### src/rtl/regfile_wb_controller.sv
// -----------------------------------------------------------------------------
// regfile_wb_controller
//
// Writeback controller for the integer register file. It shares the single
// register-file write port between the execute and memory writeback sources
// using a one-bit round-robin arbiter. It also keeps a 32-entry pending-write
// scoreboard that the issue stage uses to detect RAW and WAW hazards.
//
// Ports
//   clk, rstn                     clock; synchronous active-low reset
//   alloc_valid/alloc_rd          issue stage claims a destination register
//   alloc_ready                   claim accepted this cycle (combinational)
//   rs1/rs2 -> rs1_busy/rs2_busy  scoreboard lookups (combinational)
//   ex_valid/ex_rd/ex_data        execute writeback request
//   ex_ready                      execute grant (combinational)
//   mem_valid/mem_rd/mem_data     memory writeback request
//   mem_ready                     memory grant (combinational)
//   rf_write_en/rf_rd/rf_rd_data  registered register-file write port
//   pending_count                 registered popcount of the scoreboard
// -----------------------------------------------------------------------------
module regfile_wb_controller #(
    parameter int XLEN = 64
) (
    input  logic            clk,
    input  logic            rstn,
    input  logic            alloc_valid,
    input  logic [4:0]      alloc_rd,
    output logic            alloc_ready,
    input  logic [4:0]      rs1,
    input  logic [4:0]      rs2,
    output logic            rs1_busy,
    output logic            rs2_busy,
    input  logic            ex_valid,
    input  logic [4:0]      ex_rd,
    input  logic [XLEN-1:0] ex_data,
    output logic            ex_ready,
    input  logic            mem_valid,
    input  logic [4:0]      mem_rd,
    input  logic [XLEN-1:0] mem_data,
    output logic            mem_ready,
    output logic            rf_write_en,
    output logic [4:0]      rf_rd,
    output logic [XLEN-1:0] rf_rd_data,
    output logic [5:0]      pending_count
);

    // Round-robin pointer: the source that wins when both are valid.
    typedef enum logic {PTR_EX = 1'b0, PTR_MEM = 1'b1} ptr_e;

    ptr_e            ptr_q, ptr_d;
    logic [31:0]     busy_q, busy_d;
    logic            we_q, we_d;
    logic [4:0]      rd_q, rd_d;
    logic [XLEN-1:0] data_q, data_d;
    logic [5:0]      cnt_q, cnt_d;
    logic            ex_gnt, mem_gnt, alloc_ok;

    always_comb begin
        // Grant and claim handshakes are suppressed while reset is held.
        ex_gnt   = rstn && ex_valid  && (!mem_valid || ptr_q == PTR_EX);
        mem_gnt  = rstn && mem_valid && (!ex_valid  || ptr_q == PTR_MEM);
        // A WAW check uses the registered busy bit, so a commit in the
        // same cycle does not unblock the claim.
        alloc_ok = rstn && alloc_valid && (alloc_rd == 5'd0 || !busy_q[alloc_rd]);

        // The clear is applied first so that a same-cycle set wins.
        busy_d = busy_q;
        if (we_q)     busy_d[rd_q]     = 1'b0;
        if (alloc_ok) busy_d[alloc_rd] = 1'b1;
        busy_d[0] = 1'b0;

        cnt_d = 6'd0;
        for (int i = 1; i < 32; i++) cnt_d = cnt_d + {5'd0, busy_d[i]};

        // With no grant, the address and data hold their previous values.
        ptr_d  = ptr_q;
        we_d   = 1'b0;
        rd_d   = rd_q;
        data_d = data_q;
        if (ex_gnt) begin
            ptr_d  = PTR_MEM;
            we_d   = (ex_rd != 5'd0);
            rd_d   = ex_rd;
            data_d = ex_data;
        end else if (mem_gnt) begin
            ptr_d  = PTR_EX;
            we_d   = (mem_rd != 5'd0);
            rd_d   = mem_rd;
            data_d = mem_data;
        end
    end

    always_ff @(posedge clk) begin
        if (!rstn) begin
            ptr_q  <= PTR_EX;
            busy_q <= '0;
            we_q   <= 1'b0;
            rd_q   <= '0;
            data_q <= '0;
            cnt_q  <= '0;
        end else begin
            ptr_q  <= ptr_d;
            busy_q <= busy_d;
            we_q   <= we_d;
            rd_q   <= rd_d;
            data_q <= data_d;
            cnt_q  <= cnt_d;
        end
    end

    assign alloc_ready   = alloc_ok;
    assign ex_ready      = ex_gnt;
    assign mem_ready     = mem_gnt;
    assign rs1_busy      = busy_q[rs1];
    assign rs2_busy      = busy_q[rs2];
    assign rf_write_en   = we_q;
    assign rf_rd         = rd_q;
    assign rf_rd_data    = data_q;
    assign pending_count = cnt_q;

endmodule
### config.mk
export PLATFORM = sky130hd
export DESIGN_NAME = regfile_wb_controller
export DESIGN_NICKNAME = d
export VERILOG_FILES = /design/src/rtl/regfile_wb_controller.sv
export SDC_FILE = /design/constraint.sdc
export NUM_CORES = 1
export LEC_CHECK = 0
export BUFFER_PORTS_ARGS = -buffer_cell sky130_fd_sc_hd__buf_2
export CORE_MARGIN = 4
export CORE_UTILIZATION = 54
export DETAILED_ROUTE_END_ITERATION = 6
export PLACE_DENSITY_LB_ADDON = 0.15
export SYNTH_ARGS = -nofsm -noshare
export SYNTH_HDL_FRONTEND = slang
export SYNTH_SLANG_ARGS = --single-unit
### constraint.sdc
create_clock -name clk -period 9.41 [get_ports clk]
set_clock_uncertainty 0.15 [all_clocks]
set_input_delay 0.4705 -clock clk [delete_from_list [all_inputs] [get_ports clk]]
set_output_delay 0.4705 -clock clk [all_outputs]
set_load 0.02 [all_outputs]
==> reports/results.md, run 1 <==
### Detailed routing
- 0 — Remaining DRCs
- 6318 — detailed-route via count
- 5.921 — via density per instance
- 18.75 µm — mean routed wirelength per cell
- 0 — count of antenna-violating nets left after detailed routing
- 435 — violation count after the first detailed-routing iteration
- 20010 µm — sum of routed wire length over all layers
- 6 — TritonRoute pass-1 iters

### Worst setup path
- 25 — Critical Path Fanout Max
- input port — Worst setup SP type
- 6.87 ns — arrival time of the worst setup path
- 9.47 ns — Required @ worst endpoint
- flop — Crit. End Element
- pending_count[4] — reg-to-reg endpoint
- 2.90 ns — internal reg-to-reg setup slack
- 20 — FF-to-FF path depth
- input port to flop — Setup Crit Path Kind
- busy_q[20] — worst reg2reg startpoint

### Power
- 0.7738 mW — internal power
- 20.3% — portion of total power attributed to combinational logic
- 3.547 nW — static power due to leakage
- 0.1366 mV — Max rail drop VDD
- 0.3286 mW — switching power of the nets
- 141.3 nW/µm² — power density over the cells
- 45.4% — part of the total power dissipated in sequential elements
- 34.3% — share of total power in the clock network
- 29.81% — fraction of power spent switching nets

### Placement
- 7507 µm² — Area after DPL
- 2.243 ns — worst setup slack after placement
- 0.9433 — gpl congestion
- 15380 µm — HPWL after detailed placement
- 238 — count of input and output buffers

### STA
- 2.602 ns — post-layout worst setup margin
- false — setup repair after global routing missed its margin
- 0 — number of failing hold endpoints at the final stage
- 6.808 ns — min Tclk post-route
- 27.34% — worst rel slew slack
- 0 — Final setup viols
- 0 ns — sum of negative setup slack
- 72.35% — final critical-path share of the clock period
- 1.087 ns — transition time at the pin with the least slew margin
- 0 — number of slew-limit violations in the final report
- 146.9 MHz — Highest Clock Rate

### Synthesis
- 0 — count of flip-flops with a built-in enable after synthesis
- 34.04% — fraction of synthesized cell area taken by the top area cell type
- sky130_fd_sc_hd__dfxtp_1 (34%), sky130_fd_sc_hd__a311oi_1 (9.0%), sky130_fd_sc_hd__nand2_1 (8.3%) — cells taking the most area after synthesis
- 8.774 µm² — average footprint of a synthesized cell
- 912 — net count after synthesis
- 62 — unique cell type count in the Yosys netlist
- sky130_fd_sc_hd__dfxtp_1 — cell type with the highest aggregate area in the netlist
- sky130_fd_sc_hd__dfxtp_1 — primary flip-flop cell chosen by synthesis mapping
- sky130_fd_sc_hd__nand2_1 — most numerous cell in the Yosys netlist
- 724 — instance count of the mapped netlist
- 108 — flip-flop and latch count after synthesis
- 34.04% — fraction of the yosys area taken by sequential cells
- 6352 µm² — Cell Area, Synth
- 0% — share of flip-flops with an asynchronous set or reset
- 0 — Ys Warns
- sky130_fd_sc_hd__nand2_1 (141), sky130_fd_sc_hd__dfxtp_1 (108), sky130_fd_sc_hd__nor2_1 (101) — cell types with the highest counts after synthesis

### Final layout
- 1107 — Post-layout nets
- 33.37% — fraction of final layout cells sized beyond drive strength 1
- 7800 µm² — Final Instance Area
- 22.79% — area growth from synthesis to final layout

### Clock tree
- yes — TritonCTS clock tree
- sky130_fd_sc_hd__clkbuf_16 — Root Buffer Master
- 0.35 ns — Clock Latency Late Sink
- 2 — Clock Path Buffers
- 3 — CTS H-tree depth
- 0 — Hold Buf Count CTS
- 0 — post-cts repair resize count
- 0.08 ns — post-CTS clock slew at the launch and capture registers of the worst setup and hold paths
- 0 — total setup buffers inserted after CTS
- 108 — sinks on the clock net
- 9 — Inserted Clock Buffers

### Die
- 239 — number of top-level pins
- 13560 µm² — total die area
- 39 — placement row count
- 116.5 µm — horizontal die dimension
- 116.5 µm — die height
- 11470 µm² — core area
- 55.40% — effective utilization at floorplan

### Global routing
- 0 — initial antenna violation count
- 30650 µm — first-pass GRT wire length
- 0 — grt ovf
- 6028 — vias in the first global route
- 79 — pin count of the biggest net entering global routing
- 28.81% — Tot GR Track Use

### Run
- 0 — number of maximum-capacitance violations

### Hold path
- 3 — Hold Path Stages
- rf_rd_data[34] — end point of the worst hold path
- input port to flop — class of the most critical hold timing path
- ex_data[34] — start point of the worst hold path

### Run status
- completed — outcome

sequential cells by signal, summed over array words and instances (netlist names):
signal,count
rf_rd,5
busy_q,31
rf_rd_data,64
rf_write_en,1
pending_count,6
ptr_q,1
cell type report:
type,count,area (µm²)
fill,965,3667
timing repair buffer,243,1229
sequential,108,2162
clock inverter,5,61.31
tap,143,178.9
multi-input combinational,520,3799
clock buffer,10,229.0
inverter,37,138.9
antenna,1,2.502
stage by stage:
| step | hold WS (ns) | total power [mW] | utilization, % | cells |
|---|---|---|---|---|
| floorplan | 0.3125 | 0.6483 | - | 724 |
| global placement | 0.3194 | 0.7273 | 65.47 | 1051 |
| detailed placement | 0.3383 | 0.7335 | 65.47 | 1051 |
| CTS | 0.2121 | 1.111 | 68.00 | 1066 |
| global route | 0.2185 | 1.155 | 68.00 | 1066 |
| finish | 0.2169 | 1.102 | 68.02 | 1067 |
per-layer routing:
metal  GRT usage, %  up-vias  part of all wire, %
met3          6.166       31                  9.3
li1               -     2986                    -
met1          38.70     2994                   40
met2          45.46      307                   48
met5              0        -                    0
met4          11.45        0                  2.6
cell families after synthesis:
kind of cell             after synthesis  synth area share [%]
adder cells (fa/ha/maj)               30                 8.627
flip-flops                           108                 34.04
AND/OR/NAND/NOR                      292                 19.95
XOR/XNOR                               3                0.4137
buffers and inverters                 96                 6.323
AO/OA/AOI/OAI                        162                 21.39
multiplexers                          33                 9.257
worst max-delay path by stage:
stage / start / endpoint / slack (ns) / depth (start not counted)
final: alloc_rd[0] / pending_count[4] / 2.60 / 21
after global routing: alloc_rd[0] / pending_count[4] / 2.27 / 20
after CTS: alloc_rd[0] / pending_count[4] / 2.61 / 21
after detailed placement: alloc_rd[0] / pending_count[4] / 2.24 / 21
after global placement: alloc_rd[0] / pending_count[4] / 2.33 / 21
after floorplan: alloc_rd[0] / pending_count[4] / 3.13 / 21
cell usage in the layout (no fill, tap or decap), types with 6 or more instances in the layout:
cell type / count
sky130_fd_sc_hd__mux4_2: 19
sky130_fd_sc_hd__a311oi_1: 65
sky130_fd_sc_hd__nor2_1: 100
sky130_fd_sc_hd__dfxtp_1: 108
sky130_fd_sc_hd__mux2i_1: 7
sky130_fd_sc_hd__buf_2: 238
sky130_fd_sc_hd__mux2_2: 6
sky130_fd_sc_hd__nand2_1: 140
sky130_fd_sc_hd__a21oi_1: 9
sky130_fd_sc_hd__inv_1: 35
sky130_fd_sc_hd__ha_1: 7
sky130_fd_sc_hd__clkbuf_16: 9
sky130_fd_sc_hd__a31oi_1: 6
sky130_fd_sc_hd__fa_1: 23
sky130_fd_sc_hd__and2_1: 14
sky130_fd_sc_hd__o21ai_0: 22
sky130_fd_sc_hd__nand3b_1: 7
sky130_fd_sc_hd__o21a_1: 11
worst max-delay path: stages:
cell and delay, ns:
sky130_fd_sc_hd__buf_2 0.47, sky130_fd_sc_hd__mux2i_1 0.28, sky130_fd_sc_hd__o32a_2 0.22, sky130_fd_sc_hd__and2_1 0.61, sky130_fd_sc_hd__and2_4 0.31, sky130_fd_sc_hd__a31oi_1 0.13
sky130_fd_sc_hd__fa_1 0.59, sky130_fd_sc_hd__fa_1 0.44, sky130_fd_sc_hd__fa_1 0.52, sky130_fd_sc_hd__inv_1 0.05, sky130_fd_sc_hd__fa_1 0.47, sky130_fd_sc_hd__inv_1 0.06
sky130_fd_sc_hd__fa_1 0.50, sky130_fd_sc_hd__fa_1 0.55, sky130_fd_sc_hd__fa_1 0.17, sky130_fd_sc_hd__inv_1 0.06, sky130_fd_sc_hd__fa_1 0.40, sky130_fd_sc_hd__a21o_1 0.19
sky130_fd_sc_hd__a21oi_1 0.16, sky130_fd_sc_hd__xor2_1 0.16, sky130_fd_sc_hd__nor2_1 0.05
power by group through the flow:
stage	Sequential (mW)	Combinational (mW)	Clock, mW
2_1_floorplan	0.538	0.111	0
3_3_place_gp	0.509	0.219	0
3_5_place_dp	0.510	0.224	0
4_1_cts	0.500	0.224	0.387
5_1_grt	0.504	0.245	0.406
6_report	0.500	0.224	0.378
(Power assumes the default switching activity.)
==> run 2: changes to the inputs <==
--- a/config.mk
+++ b/config.mk
@@ -5,9 +5,10 @@
 export SDC_FILE = /design/constraint.sdc
 export NUM_CORES = 1
 export LEC_CHECK = 0
+export ABC_AREA = 1
 export BUFFER_PORTS_ARGS = -buffer_cell sky130_fd_sc_hd__buf_2
 export CORE_MARGIN = 4
-export CORE_UTILIZATION = 54
+export CORE_UTILIZATION = 46
 export DETAILED_ROUTE_END_ITERATION = 6
 export PLACE_DENSITY_LB_ADDON = 0.15
 export SYNTH_ARGS = -nofsm -noshare
==> constraint.sdc (replaced) <==
create_clock -name clk -period 5.8 [get_ports clk]
set_clock_uncertainty 0.15 [all_clocks]
set_input_delay 0.29 -clock clk [delete_from_list [all_inputs] [get_ports clk]]
set_output_delay 0.29 -clock clk [all_outputs]
set_load 0.02 [all_outputs]
==> run 2 against run 1 <==
The run now ends with setup timing left. Clock-buffer cell count shrank 1. Sequential power up 66%. Routed wire length increased by 20%. Synthesized cell count is 36% higher. Critical path type is now flop to flop. Largest power group is now combinational cells.
==> reports/results.md, run 2 <==
### Synthesis
- sky130_fd_sc_hd__dfxtp_1 — cell type with the highest aggregate area in the netlist
- sky130_fd_sc_hd__dfxtp_1 — primary flip-flop cell chosen by synthesis mapping
- sky130_fd_sc_hd__nand2_1 (339), sky130_fd_sc_hd__dfxtp_1 (108), sky130_fd_sc_hd__inv_1 (98) — cell types with the highest counts after synthesis
- 0 — count of flip-flops with a built-in enable after synthesis
- 33.12% — fraction of synthesized cell area taken by the top area cell type
- 0 — Ys Warns
- 32 — unique cell type count in the Yosys netlist
- sky130_fd_sc_hd__nand2_1 — most numerous cell in the Yosys netlist
- 6.634 µm² — average footprint of a synthesized cell
- 1172 — net count after synthesis
- 6528 µm² — Cell Area, Synth
- 33.12% — fraction of the yosys area taken by sequential cells
- 0% — share of flip-flops with an asynchronous set or reset
- 984 — instance count of the mapped netlist
- sky130_fd_sc_hd__dfxtp_1 (33%), sky130_fd_sc_hd__nand2_1 (19%), sky130_fd_sc_hd__fa_1 (7.1%) — cells taking the most area after synthesis
- 108 — flip-flop and latch count after synthesis

### Global routing
- 1 — initial antenna violation count
- 0 — grt ovf
- 7226 — vias in the first global route
- 28.87% — Tot GR Track Use
- 103 — pin count of the biggest net entering global routing
- 37080 µm — first-pass GRT wire length

### Worst setup path
- busy_q[20] — origin of the worst setup path
- 25 — FF-to-FF path depth
- 5.89 ns — Required @ worst endpoint
- -0.01 ns — internal reg-to-reg setup slack
- flop — Crit. End Element
- 5.91 ns — arrival time of the worst setup path
- 6 — Critical Path Fanout Max
- busy_q[20] — worst reg2reg startpoint
- pending_count[4] — reg-to-reg endpoint
- pending_count[4] — timing endpoint of the critical path
- flop to flop — Setup Crit Path Kind
- flop — Worst setup SP type
- 0.59 ns — delay of the slowest cell on the worst path
- sky130_fd_sc_hd__fa_2 — cell at the slowest stage of the critical path
- sky130_fd_sc_hd__fa_2 — cell type with the highest occurrence count on the critical path

### Final layout
- 1335 — Layout fillers
- 1476 — non-filler instance count after layout
- 1478 — Post-layout nets
- 64 — flip-flop count of the largest register, all copies and words added
- sky130_fd_sc_hd__nand2_1 — leading cell type in the layout, fill and taps excluded
- 37.97% — area growth from synthesis to final layout
- 2171 µm² — area taken by flip-flops and latches
- 64.88% — final standard cell utilization of the core
- 32.12% — fraction of final layout cells sized beyond drive strength 1
- 9006 µm² — Final Instance Area
- sky130_fd_sc_hd__nand2_1 (333), sky130_fd_sc_hd__buf_2 (238), sky130_fd_sc_hd__buf_4 (102) — commonest cells after routing, fill and taps aside
- 3859 µm² — area of the multi-input gates

### Placement
- 1454 — cell count after placement
- 1.032 — gpl congestion
- 8517 µm² — Area after DPL
- 18620 µm — HPWL after detailed placement
- 238 — count of input and output buffers

### Clock tree
- 3 — CTS H-tree depth
- yes — TritonCTS clock tree
- 0.08 ns — post-CTS clock slew at the launch and capture registers of the worst setup and hold paths
- 0 — Hold Buf Count CTS
- 0.36 ns — Clock Latency Late Sink
- 2 — Clock Path Buffers
- 9 — Inserted Clock Buffers
- 108 — sinks on the clock net
- sky130_fd_sc_hd__clkbuf_16 — Root Buffer Master

### Die
- 127.1 µm — die height
- 13880 µm² — core area
- 127.1 µm — horizontal die dimension
- 43 — placement row count
- 239 — number of top-level pins
- 47.03% — effective utilization at floorplan
- 16160 µm² — total die area

### STA
- 0 — number of slew-limit violations in the final report
- 1 — Final setup viols
- -0.01061 ns — post-layout worst setup margin
- -0.01061 ns — sum of negative setup slack
- true — setup repair after global routing missed its margin
- 26.88% — worst rel slew slack
- 1.097 ns — transition time at the pin with the least slew margin
- 0.02770 ns — Final Hold Slack
- 5.811 ns — min Tclk post-route
- 0 — number of failing hold endpoints at the final stage
- 100.2% — final critical-path share of the clock period
- 172.1 MHz — Highest Clock Rate

### Power
- 0.1947 mV — Max rail drop VDD
- 4.368 nW — static power due to leakage
- 273.5 nW/µm² — power density over the cells

### Run status
- setup timing — violated checks
- finished with violations — outcome

### Run
- 0 — number of maximum-capacitance violations

### Detailed routing
- 611 — violation count after the first detailed-routing iteration
- 0 — count of antenna-violating nets left after detailed routing
- 16.24 µm — mean routed wirelength per cell
- 0 — Remaining DRCs
- 5.312 — via density per instance
- 7 — TritonRoute pass-1 iters
- 7840 — detailed-route via count
- 23980 µm — sum of routed wire length over all layers

### Hold path
- input port to flop — class of the most critical hold timing path

[run 2: cells by family (layout without fill, tap and decap cells)]
logic type	after synthesis	after routing	share of synthesized area (%)
AOI/OAI and AO/OA	186	186	17.00
adders and majority gates	30	30	8.396
buffers and inverters	156	467	9.737
DFF	108	108	33.12
other	0	1	0
and+or+nand+nor	504	504	31.74
[run 2: area by class of cell]
class | count | area share, %
antenna | 1 | 0.02779
clock buffer | 9 | 2.501
clock inverter | 7 | 0.8891
inverter | 105 | 4.460
multi-input combinational | 720 | 42.85
sequential | 108 | 24.10
tap | 180 | 2.501
timing repair buffer | 346 | 22.67
[run 2: worst max-delay path: cells and delay by family (launching register included)]
| kind | cells | cell delay [ns] |
|---|---|---|
| simple gates | 6 | 0.62 |
| fa+ha+maj | 8 | 3.67 |
| compound gates | 6 | 0.53 |
| flops | 1 | 0.35 |
| buf+inv | 5 | 0.40 |
[run 2: routing by layer]
layer / track usage, % / up-vias / part of all wire, %
li1: - / 3826 / -
met1: 36.02 / 3554 / 39
met2: 47.98 / 396 / 47
met3: 7.316 / 64 / 9.4
met4: 11.42 / 0 / 4.1
met5: 0 / - / 0
[run 2: timing repair]
action / in CTS / in global routing
setup buffers: 0 / 5
setup endpoints to repair: 2 / 5
gates resized for setup: 6 / 48
hold endpoints to repair: 0 / 0
pin swaps: 6 / 16
[run 2: power by group]
part,internal (mW),total (mW),switching [mW]
combinational,0.443,0.996,0.552
clock,0.341,0.639,0.298
sequential,0.798,0.828,0.0300
[run 2: how the worst min path moves through the flow]
stage                    from               end  slack, ns  depth (start not counted)
3_5_place_dp   rf_rd_data[61]    rf_rd_data[61]       0.32                          2
2_1_floorplan            rstn  pending_count[1]       0.23                          2
4_1_cts             mem_rd[0]       rf_write_en       0.01                          3
3_3_place_gp   rf_rd_data[40]    rf_rd_data[40]       0.31                          2
6_report            mem_rd[0]       rf_write_en       0.03                          3
5_1_grt             mem_rd[0]       rf_write_en       0.02                          3
[run 2: per-stage QoR]
step                total power, mW  setup slack (ns)
finish                        2.463          -0.01061
global route                  2.628           -0.2441
CTS                           2.345          0.007031
detailed placement            1.694           -0.2609
global placement              1.672           -0.1545
floorplan                     1.356          0.007260
==> run 3: changes to the inputs <==
--- a/config.mk
+++ b/config.mk
@@ -6,11 +6,13 @@
 export NUM_CORES = 1
 export LEC_CHECK = 0
 export ABC_AREA = 1
+export ABC_CLOCK_PERIOD_IN_PS = 5800
 export BUFFER_PORTS_ARGS = -buffer_cell sky130_fd_sc_hd__buf_2
 export CORE_MARGIN = 4
 export CORE_UTILIZATION = 46
 export DETAILED_ROUTE_END_ITERATION = 6
 export PLACE_DENSITY_LB_ADDON = 0.15
+export REMOVE_ABC_BUFFERS = 1
 export SYNTH_ARGS = -nofsm -noshare
 export SYNTH_HDL_FRONTEND = slang
 export SYNTH_SLANG_ARGS = --single-unit
==> run 3 against run 2 <==
Sequential cell count stayed put. Routed wire length up 5.9%. Die area stayed put. Core utilization up 1.6 points. Global-route usage is 2.3 points higher. Hold slack better by 0.016 ns. Total power shrank 0.71%. The flow now finishes without violations.
==> reports/results.md, run 3 (synthesized netlist as in run 2, its figures left out) <==
### Global routing
- 88 — pin count of the biggest net entering global routing
- 7457 — vias in the first global route
- 31.15% — Tot GR Track Use
- 0 — grt ovf
- 1 — initial antenna violation count
- 39560 µm — first-pass GRT wire length

### Placement
- 238 — count of input and output buffers
- 0.9844 — gpl congestion
- 19940 µm — HPWL after detailed placement

### Power
- 0.2800 mV — Max rail drop VDD
- 1.584 mW — internal power
- 264.8 nW/µm² — power density over the cells
- 0.8619 mW — switching power of the nets
- 28.6% — share of total power in the clock network
- 35.24% — fraction of power spent switching nets
- 4.562 nW — static power due to leakage
- 33.7% — part of the total power dissipated in sequential elements
- 2.445 mW — overall power after layout
- 37.7% — portion of total power attributed to combinational logic

### Clock tree
- 2 — Clock Path Buffers
- 3 — CTS H-tree depth
- 108 — sinks on the clock net
- 0.35 ns — Clock Latency Late Sink
- sky130_fd_sc_hd__clkbuf_16 — Root Buffer Master
- 0.08 ns — post-CTS clock slew at the launch and capture registers of the worst setup and hold paths
- yes — TritonCTS clock tree
- 9 — Inserted Clock Buffers

### STA
- 37.49% — worst rel slew slack
- 99.74% — final critical-path share of the clock period
- 0 — Final setup viols
- true — setup repair after global routing missed its margin
- 0 — number of failing hold endpoints at the final stage
- 5.785 ns — min Tclk post-route
- 172.9 MHz — Highest Clock Rate
- 0 — number of slew-limit violations in the final report
- 0.9376 ns — transition time at the pin with the least slew margin

### Die
- 47.03% — effective utilization at floorplan
- 127.1 µm — horizontal die dimension
- 127.1 µm — die height
- 43 — placement row count
- 239 — number of top-level pins
- 13880 µm² — core area
- 16160 µm² — total die area

### Detailed routing
- 0 — count of antenna-violating nets left after detailed routing
- 5.230 — via density per instance
- 0 — Remaining DRCs
- 7902 — detailed-route via count
- 5 — TritonRoute pass-1 iters
- 25390 µm — sum of routed wire length over all layers
- 750 — violation count after the first detailed-routing iteration
- 16.80 µm — mean routed wirelength per cell

### Worst setup path
- 5.88 ns — arrival time of the worst setup path
- 5.90 ns — Required @ worst endpoint
- flop — Crit. End Element
- flop to flop — Setup Crit Path Kind
- 6 — Critical Path Fanout Max
- sky130_fd_sc_hd__fa_1 — cell type with the highest occurrence count on the critical path
- sky130_fd_sc_hd__fa_1 — cell at the slowest stage of the critical path
- 0.56 ns — delay of the slowest cell on the worst path
- flop — Worst setup SP type
- 0.01 ns — internal reg-to-reg setup slack

### Final layout
- sky130_fd_sc_hd__nand2_1 — leading cell type in the layout, fill and taps excluded
- 41.48% — area growth from synthesis to final layout
- 32.91% — fraction of final layout cells sized beyond drive strength 1
- 64 — flip-flop count of the largest register, all copies and words added
- sky130_fd_sc_hd__nand2_1 (332), sky130_fd_sc_hd__buf_2 (238), sky130_fd_sc_hd__buf_4 (140) — commonest cells after routing, fill and taps aside
- 1306 — Layout fillers
- 1514 — Post-layout nets
- 0 — Antenna Diode Count
- 66.53% — final standard cell utilization of the core

### Hold path
- input port to flop — class of the most critical hold timing path

### Run status
- completed — outcome

### Run
- 0 — number of maximum-capacitance violations

## run 3: worst max-delay path, delay by kind of cell, from the launching register on
| family | cells | cell delay, ns |
|---|---|---|
| flip-flops | 1 | 0.36 |
| AO/OA/AOI/OAI | 5 | 0.46 |
| AND/OR/NAND/NOR | 8 | 0.84 |
| buffers and inverters | 4 | 0.31 |
| adder cells (fa/ha/maj) | 8 | 3.55 |
## run 3: timing repair
item | CTS | global route
pin swaps | 15 | 12
gates cloned | 0 | 1
resized for setup | 15 | 21
hold buffers | 0 | 0
setup buffers | 9 | 7
setup endpoints to repair | 5 | 5
## run 3: stage by stage
stage	hold WS [ns]	std cells	setup TNS [ns]	worst slack [ns]	instance area (µm²)
floorplan	0.2335	933	-1.431	-0.4876	6286
global route	0.04574	1511	-0.8613	-0.2302	9235
detailed placement	0.3165	1478	-1.628	-0.4681	8687
CTS	0.03839	1503	-0.007068	-0.007068	9115
finish	0.04376	1511	0	0.01494	9235
global placement	0.3116	1478	-1.232	-0.3729	8687
## run 3: final timing paths
kind,from,to,depth (start not counted)
setup / recovery,busy_q[25],pending_count[4],25
hold / removal,ex_rd[0],rf_write_en,3
setup reg to reg,busy_q[25],pending_count[4],25
hold reg to reg,rf_rd_data[18],rf_rd_data[18],2
## run 3: final cells by class
class | count | area [µm²] | share of cell area [%]
multi-input cells | 720 | 3790 | 41.04
repair buffers | 382 | 2318 | 25.10
flip-flops and latches | 108 | 2173 | 23.53
inverters | 105 | 394.1 | 4.268
clock buffers | 10 | 229.0 | 2.479
well taps | 180 | 225.2 | 2.439
clock inverters | 6 | 105.1 | 1.138
## run 3: metal layers
layer	track usage [%]	up-vias	routed length [µm]
li1	-	3896	-
met1	38.79	3547	10110
met2	49.41	379	11560
met3	9.615	78	2351
met4	14.70	2	1354
met5	0	-	13
## run 3: power by group through the flow
stage	clock network, mW	logic [mW]	registers, mW
after floorplan	0	0.444	0.895
after global routing	0.734	1.04	0.831
after detailed placement	0	0.864	0.841
after CTS	0.708	0.898	0.825
after global placement	0	0.858	0.841
final	0.699	0.921	0.825
